<file path="src/rtl/sdiv_pkg.sv">
// Shared definitions for the iterative signed divider: default widths and FSM states.
package sdiv_pkg;

   localparam int DW_DEF = 8;
   localparam int VW_DEF = 4;
   localparam int CW_DEF = $clog2(DW_DEF);

   typedef enum logic [1:0] {
      IDLE,
      CALC,
      FIX,
      FIN
   } state_e;

endpackage

</file>
<file path="src/rtl/sdiv_fa.sv">
// Single-bit full-adder cell; the building block of the divider's ripple subtractor.
module sdiv_fa (
   input  logic a_i,
   input  logic b_i,
   input  logic c_i,
   output logic s_o,
   output logic c_o
);

   assign s_o = a_i ^ b_i ^ c_i;
   assign c_o = (a_i & b_i) | (a_i & c_i) | (b_i & c_i);

endmodule

</file>
<file path="src/rtl/sdiv_step.sv">
// One combinational restoring-division step: shift in a dividend bit, trial-subtract
// |divisor| with a ripple of full adders, keep or restore the partial remainder.
module sdiv_step
   import sdiv_pkg::*;
#(
   parameter int VW = VW_DEF
) (
   input  logic [VW:0] rem_i,
   input  logic        bit_i,
   input  logic [VW:0] dvs_i,
   output logic [VW:0] rem_o,
   output logic        qbit_o
);

   logic [VW:0]   shifted;
   logic [VW:0]   dvs_n;
   logic [VW:0]   diff;
   logic [VW+1:0] carry;

   assign shifted  = {rem_i[VW-1:0], bit_i};
   assign dvs_n    = ~dvs_i;
   assign carry[0] = 1'b1;

   // shifted + ~dvs + 1: a final carry of 1 means no borrow, i.e. shifted >= |divisor|
   for (genvar i = 0; i <= VW; i++) begin : g_sub
      sdiv_fa u_fa (
         .a_i (shifted[i]),
         .b_i (dvs_n[i]),
         .c_i (carry[i]),
         .s_o (diff[i]),
         .c_o (carry[i+1])
      );
   end

   // A set bit shifted out of the top would make the trial value larger than any divisor
   assign qbit_o = carry[VW+1] | rem_i[VW];
   assign rem_o  = qbit_o ? diff : shifted;

endmodule

</file>
<file path="src/rtl/seq_sdiv.sv">
// Multi-cycle signed restoring divider with start/done handshake; truncates toward
// zero, remainder carries the dividend's sign, flags divide-by-zero and overflow.
module seq_sdiv
   import sdiv_pkg::*;
#(
   parameter int DW = DW_DEF,
   parameter int VW = VW_DEF
) (
   input  logic          clk,
   input  logic          rst_n,
   input  logic          start,
   input  logic [DW-1:0] dividend,
   input  logic [VW-1:0] divisor,
   output logic          busy,
   output logic          done,
   output logic [DW-1:0] q,
   output logic [VW-1:0] r,
   output logic          div_zero,
   output logic          ovf
);

   localparam int CW = $clog2(DW);
   localparam logic [DW-1:0] MIN_DVD = {1'b1, {(DW-1){1'b0}}};

   state_e        state_q, state_d;
   logic [CW-1:0] cnt_q, cnt_d;
   logic [VW:0]   rem_q, rem_d;
   logic [DW-1:0] dvd_q, dvd_d;
   logic [VW:0]   dvs_q, dvs_d;
   logic          qneg_q, qneg_d;
   logic          rneg_q, rneg_d;
   logic [DW-1:0] quot_q, quot_d;
   logic [VW-1:0] remo_q, remo_d;
   logic          dz_q, dz_d;
   logic          ovf_q, ovf_d;

   logic [DW-1:0] dvd_abs;
   logic [VW:0]   dvs_ext;
   logic [VW:0]   dvs_abs;
   logic [VW:0]   step_rem;
   logic          step_qbit;

   assign dvd_abs = dividend[DW-1] ? -dividend : dividend;
   assign dvs_ext = {divisor[VW-1], divisor};
   assign dvs_abs = dvs_ext[VW] ? -dvs_ext : dvs_ext;

   // dvd_q doubles as the quotient register: dividend bits leave at the top while
   // quotient bits enter at the bottom, so after DW steps it holds |quotient|.
   sdiv_step #(.VW(VW)) u_step (
      .rem_i  (rem_q),
      .bit_i  (dvd_q[DW-1]),
      .dvs_i  (dvs_q),
      .rem_o  (step_rem),
      .qbit_o (step_qbit)
   );

   // NOTE: state registers use non-blocking (<=) so every flop samples pre-edge values;
   // the combinational block below uses blocking (=) since it is evaluated in order.
   always_ff @(posedge clk or negedge rst_n) begin
      if (!rst_n) begin
         state_q <= IDLE;
         cnt_q   <= '0;
         rem_q   <= '0;
         dvd_q   <= '0;
         dvs_q   <= '0;
         qneg_q  <= 1'b0;
         rneg_q  <= 1'b0;
         quot_q  <= '0;
         remo_q  <= '0;
         dz_q    <= 1'b0;
         ovf_q   <= 1'b0;
      end else begin
         state_q <= state_d;
         cnt_q   <= cnt_d;
         rem_q   <= rem_d;
         dvd_q   <= dvd_d;
         dvs_q   <= dvs_d;
         qneg_q  <= qneg_d;
         rneg_q  <= rneg_d;
         quot_q  <= quot_d;
         remo_q  <= remo_d;
         dz_q    <= dz_d;
         ovf_q   <= ovf_d;
      end
   end

   always_comb begin
      // NOTE: every next-state signal holds its current value by default; a path that
      // left one unassigned would infer a latch.
      state_d = state_q;
      cnt_d   = cnt_q;
      rem_d   = rem_q;
      dvd_d   = dvd_q;
      dvs_d   = dvs_q;
      qneg_d  = qneg_q;
      rneg_d  = rneg_q;
      quot_d  = quot_q;
      remo_d  = remo_q;
      dz_d    = dz_q;
      ovf_d   = ovf_q;

      unique case (state_q)
         IDLE: begin
            if (start) begin
               dvd_d  = dvd_abs;
               dvs_d  = dvs_abs;
               qneg_d = dividend[DW-1] ^ divisor[VW-1];
               rneg_d = dividend[DW-1];
               dz_d   = 1'b0;
               ovf_d  = 1'b0;
               if (divisor == '0) begin
                  state_d = FIN;
                  quot_d  = '0;
                  remo_d  = '0;
                  dz_d    = 1'b1;
               end else if (dividend == MIN_DVD && divisor == '1) begin
                  state_d = FIN;
                  quot_d  = MIN_DVD;
                  remo_d  = '0;
                  ovf_d   = 1'b1;
               end else begin
                  state_d = CALC;
                  cnt_d   = CW'(DW - 1);
                  rem_d   = '0;
               end
            end
         end
         CALC: begin
            rem_d = step_rem;
            dvd_d = {dvd_q[DW-2:0], step_qbit};
            if (cnt_q == '0) begin
               state_d = FIX;
            end else begin
               cnt_d = cnt_q - CW'(1);
            end
         end
         FIX: begin
            // Remainder magnitude is below |divisor| <= 2^(VW-1), so VW bits suffice
            quot_d  = qneg_q ? -dvd_q : dvd_q;
            remo_d  = rneg_q ? -rem_q[VW-1:0] : rem_q[VW-1:0];
            state_d = FIN;
         end
         FIN: begin
            state_d = IDLE;
         end
         default: begin
            state_d = IDLE;
         end
      endcase
   end

   assign busy     = (state_q != IDLE);
   assign done     = (state_q == FIN);
   assign q        = quot_q;
   assign r        = remo_q;
   assign div_zero = dz_q;
   assign ovf      = ovf_q;

endmodule

</file>
<file path="config.mk">
export PLATFORM = sky130hd
export DESIGN_NAME = seq_sdiv
export DESIGN_NICKNAME = d
export VERILOG_FILES = /design/src/rtl/sdiv_pkg.sv /design/src/rtl/sdiv_fa.sv /design/src/rtl/sdiv_step.sv /design/src/rtl/seq_sdiv.sv
export SDC_FILE = /design/constraint.sdc
export NUM_CORES = 1
export LEC_CHECK = 0
export ABC_CLOCK_PERIOD_IN_PS = 4810
export CORE_AREA = 5 5 69 71
export DETAILED_ROUTE_END_ITERATION = 6
export DIE_AREA = 0 0 74 76
export HOLD_SLACK_MARGIN = 0.02
export PLACE_DENSITY = 0.91
export SLEW_MARGIN = 25
export SYNTH_ARGS = -nofsm -noshare
export SYNTH_HDL_FRONTEND = slang
export SYNTH_SLANG_ARGS = --single-unit
</file>
<file path="constraint.sdc">
create_clock -name clk -period 4.81 [get_ports clk]
set_clock_uncertainty 0.2 [all_clocks]
set_input_delay 0.481 -clock clk [delete_from_list [all_inputs] [get_ports clk]]
set_output_delay 0.481 -clock clk [all_outputs]
set_load 0.05 [all_outputs]
</file>
==> summary.md <==
| Metric | Value |
|---|---|
| Area of the core | ~4200 µm² |
| Net Sw Power | 887 µW |
| Top-count cell post-synth | dfrtp_1 |
| Number of antenna diodes | 0 |
| Die area | ~5600 µm² |
| GRT Total Usage | about a fifth |
| Worst-Skew Late Latency | about 300 ps |
| Yosys top cell area share | about two fifths |
| Int Pwr | ~960 µW |
| Post-DRT Antenna Nets | 0 |
| Slew Limit Fails | 0 |
| Number of global-route vias before repair | between 1500 and 2000 |
| Number of flops mapped to enable cells by yosys | 0 |
| Unrepaired setup endpoints after global routing | no |
| Setup TNS | 0 ps |
| Num rows | 24 |
| Worst R2R Setup Slack | 1310 ps |
| Worst EP arrival | ~3500 ps |
| Storage element area | 976 µm² |
| Final Hold Fails | 0 |
| CTS root buffer | clkbuf_8 |
| Port bufs | 30 |
| Drt wl/cell | 14.9 µm |
| Initial core utilization | a little under three fifths |
| Detailed Route WL | just under 5000 µm |
| Vias per Instance | between 5 and 6 |
| Synthesized area per cell | 9.59 µm² |
| GP Congestion | roughly 0.84 |
| DR iter-0 viols | between 60 and 70 |
| Placed instance area | roughly 2700 µm² |
| CTS Hold Bufs | 0 |
| First-pass GRT wire length | roughly 8400 µm |
| Die Height | 76 µm |
| Area growth from synthesis to layout | 17.2% |
| CTS buffer count | 5 |
| Mapped Cells | 244 |
| DRC viols | 0 |
| Hold Crit Class | input pin to async pin |
| Setup violators final | 0 |
| Share of power burned in registers | 32.0% |
| Fmax achieved | around 0.29 GHz |
| Power per cell area | a little under 700 nW/µm² |
| Clock Sinks | 39 |
| CP Launch Type | flop |
| Tcrit/Tclk final | between 70% and 80% |
| Path type of the worst setup path | flop to flop |
| HPWL after detailed placement | ~3600 µm |
| MaxCap Viol Count | 0 |
| Multi-input logic area | between 1000 and 1500 µm² |
| Synthesized Nets | approximately 280 |
| CP Capture Type | flop |
| Flops & latches, synth | 39 |
| Worst r2r src | dvd_q[7]$_DFFE_PN0P_ |
| Crit path max fanout | 6 |
| Combinational Power Share | a little under three fifths |
| Leakage power | approximately 1.2 nW |
| Filler instances | 336 |
| Reg2reg end | rem_q[0]$_DFFE_PN0P_ |
| Synth cell count leaders | 39 x dfrtp_1, 32 x nand2_1, 22 x inv_1 |
| Synthesized area | roughly 2300 µm² |
| Initial antenna violation count | 0 |
| Worst-Margin Slew | between 800 and 900 ps |
| Maximum vdd drop | around 0.45 mV |
| Area contributors post-synth | dfrtp_1 42%, ha_1 6.4%, nand2_1 5.1% |
| Drt pass-1 iters | 4 |
| Vias | roughly 1900 |
| Reg2Reg Depth | 10 |
| Die extent in x | roughly 74 µm |
| Grt total ovfl | 0 |
| Number of gates resized after cts | 0 |
| Finished Cell Area | roughly 2700 µm² |
| Post-layout min period | ~3500 ps |
| CTS clk-pin slew, worst paths | 80 ps |
| Yosys top cell by area | dfrtp_1 |
| TritonCTS clock tree | yes |
| # IOs | 31 |
| Final nets | about 300 |
| Ys async rst share | between 90% and 100% |
| Switching Fraction | between 40 and 50% |
| Clock group share of total power | between 10% and 20% |
| Library cells used by synthesis | 39 |
| Share of cells above drive strength 1 | a little under a tenth |
| Worst Path Required | 4840 ps |
| Status | finished, final reports clean |
| Register area share after synthesis | roughly two fifths |
| Main synth FF type | dfrtp_1 |
| Largest net degree at the start of global routing | 40 |
| Yosys warning count | 0 |
| Longest Clk Path Bufs | 2 |
| Post-CTS Setup Bufs | 0 |
| H-tree lvl count | 2 |
| Worst slew margin | 41.8% |
==> metrics by stage <==
step / setup WS, ps / instances / total power, mW / util (%) / hold slack, ps
after global routing: 1090 / 324 / 2.01 / 65.7 / 174
after detailed placement: 1340 / 316 / 1.62 / 63.5 / 271
after CTS: 1340 / 324 / 1.85 / 65.5 / 120
final: 1310 / 324 / 1.84 / 65.7 / 94.5
after floorplan: 1670 / 244 / 1.37 / - / -14.6
after global placement: 1460 / 316 / 1.57 / 63.5 / 261
==> placed cells by master (no fill, tap or decap), types with 2 or more instances in the layout <==
cell type	Yosys	layout
a21boi_0	2	2
a21oi_1	11	11
a221oi_1	6	6
a31oi_1	3	3
clkbuf_8	0	5
clkdlybuf4s50_1	0	29
clkinv_2	0	3
dfrtp_1	39	39
fa_1	4	4
ha_1	12	12
inv_1	22	22
mux2_2	3	3
mux2i_1	7	7
nand2_1	32	32
nand2b_1	2	2
nand3_1	2	2
nor2_1	15	15
nor2b_1	6	6
nor3_1	3	3
o21ai_0	16	16
o31ai_1	14	14
o31ai_2	4	4
xnor2_1	9	9
xor2_1	6	6
==> final cells by class <==
cell class              count  area share, %
clock buffers               5           2.51
flip-flops and latches     39           35.6
clock inverters             3          0.547
multi-input cells         172           44.9
well taps                  52           2.37
inverters                  22           3.01
repair buffers             31           11.0
==> registers in the layout, indices dropped and copies added, names as in the netlist <==
| register | count |
|---|---|
| rem_q | 5 |
| cnt_q | 3 |
| div_zero | 1 |
| dvd_q | 8 |
| dvs_q | 5 |
| qneg_q | 1 |
| rneg_q | 1 |
| state_q | 2 |
| q | 8 |
| r | 4 |
| ovf | 1 |
==> layer usage <==
| metal | vias to the layer above | part of all wire [%] | track usage, % |
|---|---|---|---|
| met3 | 10 | 5.4 | 5.80 |
| met4 | 0 | 2.3 | 8.88 |
| met2 | 52 | 50 | 29.8 |
| li1 | 895 | - | - |
| met5 | - | 0 | 0 |
| met1 | 893 | 42 | 24.2 |
==> worst max-delay path by stage <==
| stage | startpoint | depth (start not counted) | to |
|---|---|---|---|
| 4_1_cts | dvd_q[7]$_DFFE_PN0P_ | 10 | rem_q[0]$_DFFE_PN0P_ |
| 6_report | dvd_q[7]$_DFFE_PN0P_ | 10 | rem_q[0]$_DFFE_PN0P_ |
| 3_3_place_gp | dvd_q[7]$_DFFE_PN0P_ | 10 | rem_q[0]$_DFFE_PN0P_ |
| 5_1_grt | dvd_q[7]$_DFFE_PN0P_ | 10 | rem_q[0]$_DFFE_PN0P_ |
| 2_1_floorplan | dvd_q[7]$_DFFE_PN0P_ | 10 | rem_q[0]$_DFFE_PN0P_ |
| 3_5_place_dp | dvd_q[7]$_DFFE_PN0P_ | 10 | rem_q[0]$_DFFE_PN0P_ |
==> power by group through the flow <==
stage / logic, mW / registers [mW] / clock network [mW]
6_report: 1.03 / 0.590 / 0.221
5_1_grt: 1.16 / 0.613 / 0.242
4_1_cts: 1.03 / 0.589 / 0.226
3_5_place_dp: 1.02 / 0.596 / 0
3_3_place_gp: 0.981 / 0.584 / 0
2_1_floorplan: 0.685 / 0.681 / 0
==> worst max-delay path: stages, from the launching register on <==
cell and delay [ps]:
dfrtp_1 380, inv_1 110, ha_1 170, inv_1 50, fa_1 390, fa_1 390, fa_1 390, fa_1 400
nor3b_1 600, a221oi_1 200, a21oi_1 140
==> cells by family after synthesis <==
group,synth area share [%]
flops,41.7
simple gates,14.6
xor+xnor,5.61
buf+inv,5.99
mux,4.44
compound gates,17.9
fa+ha+maj,9.83
Power figures use the tool's default switching activity.
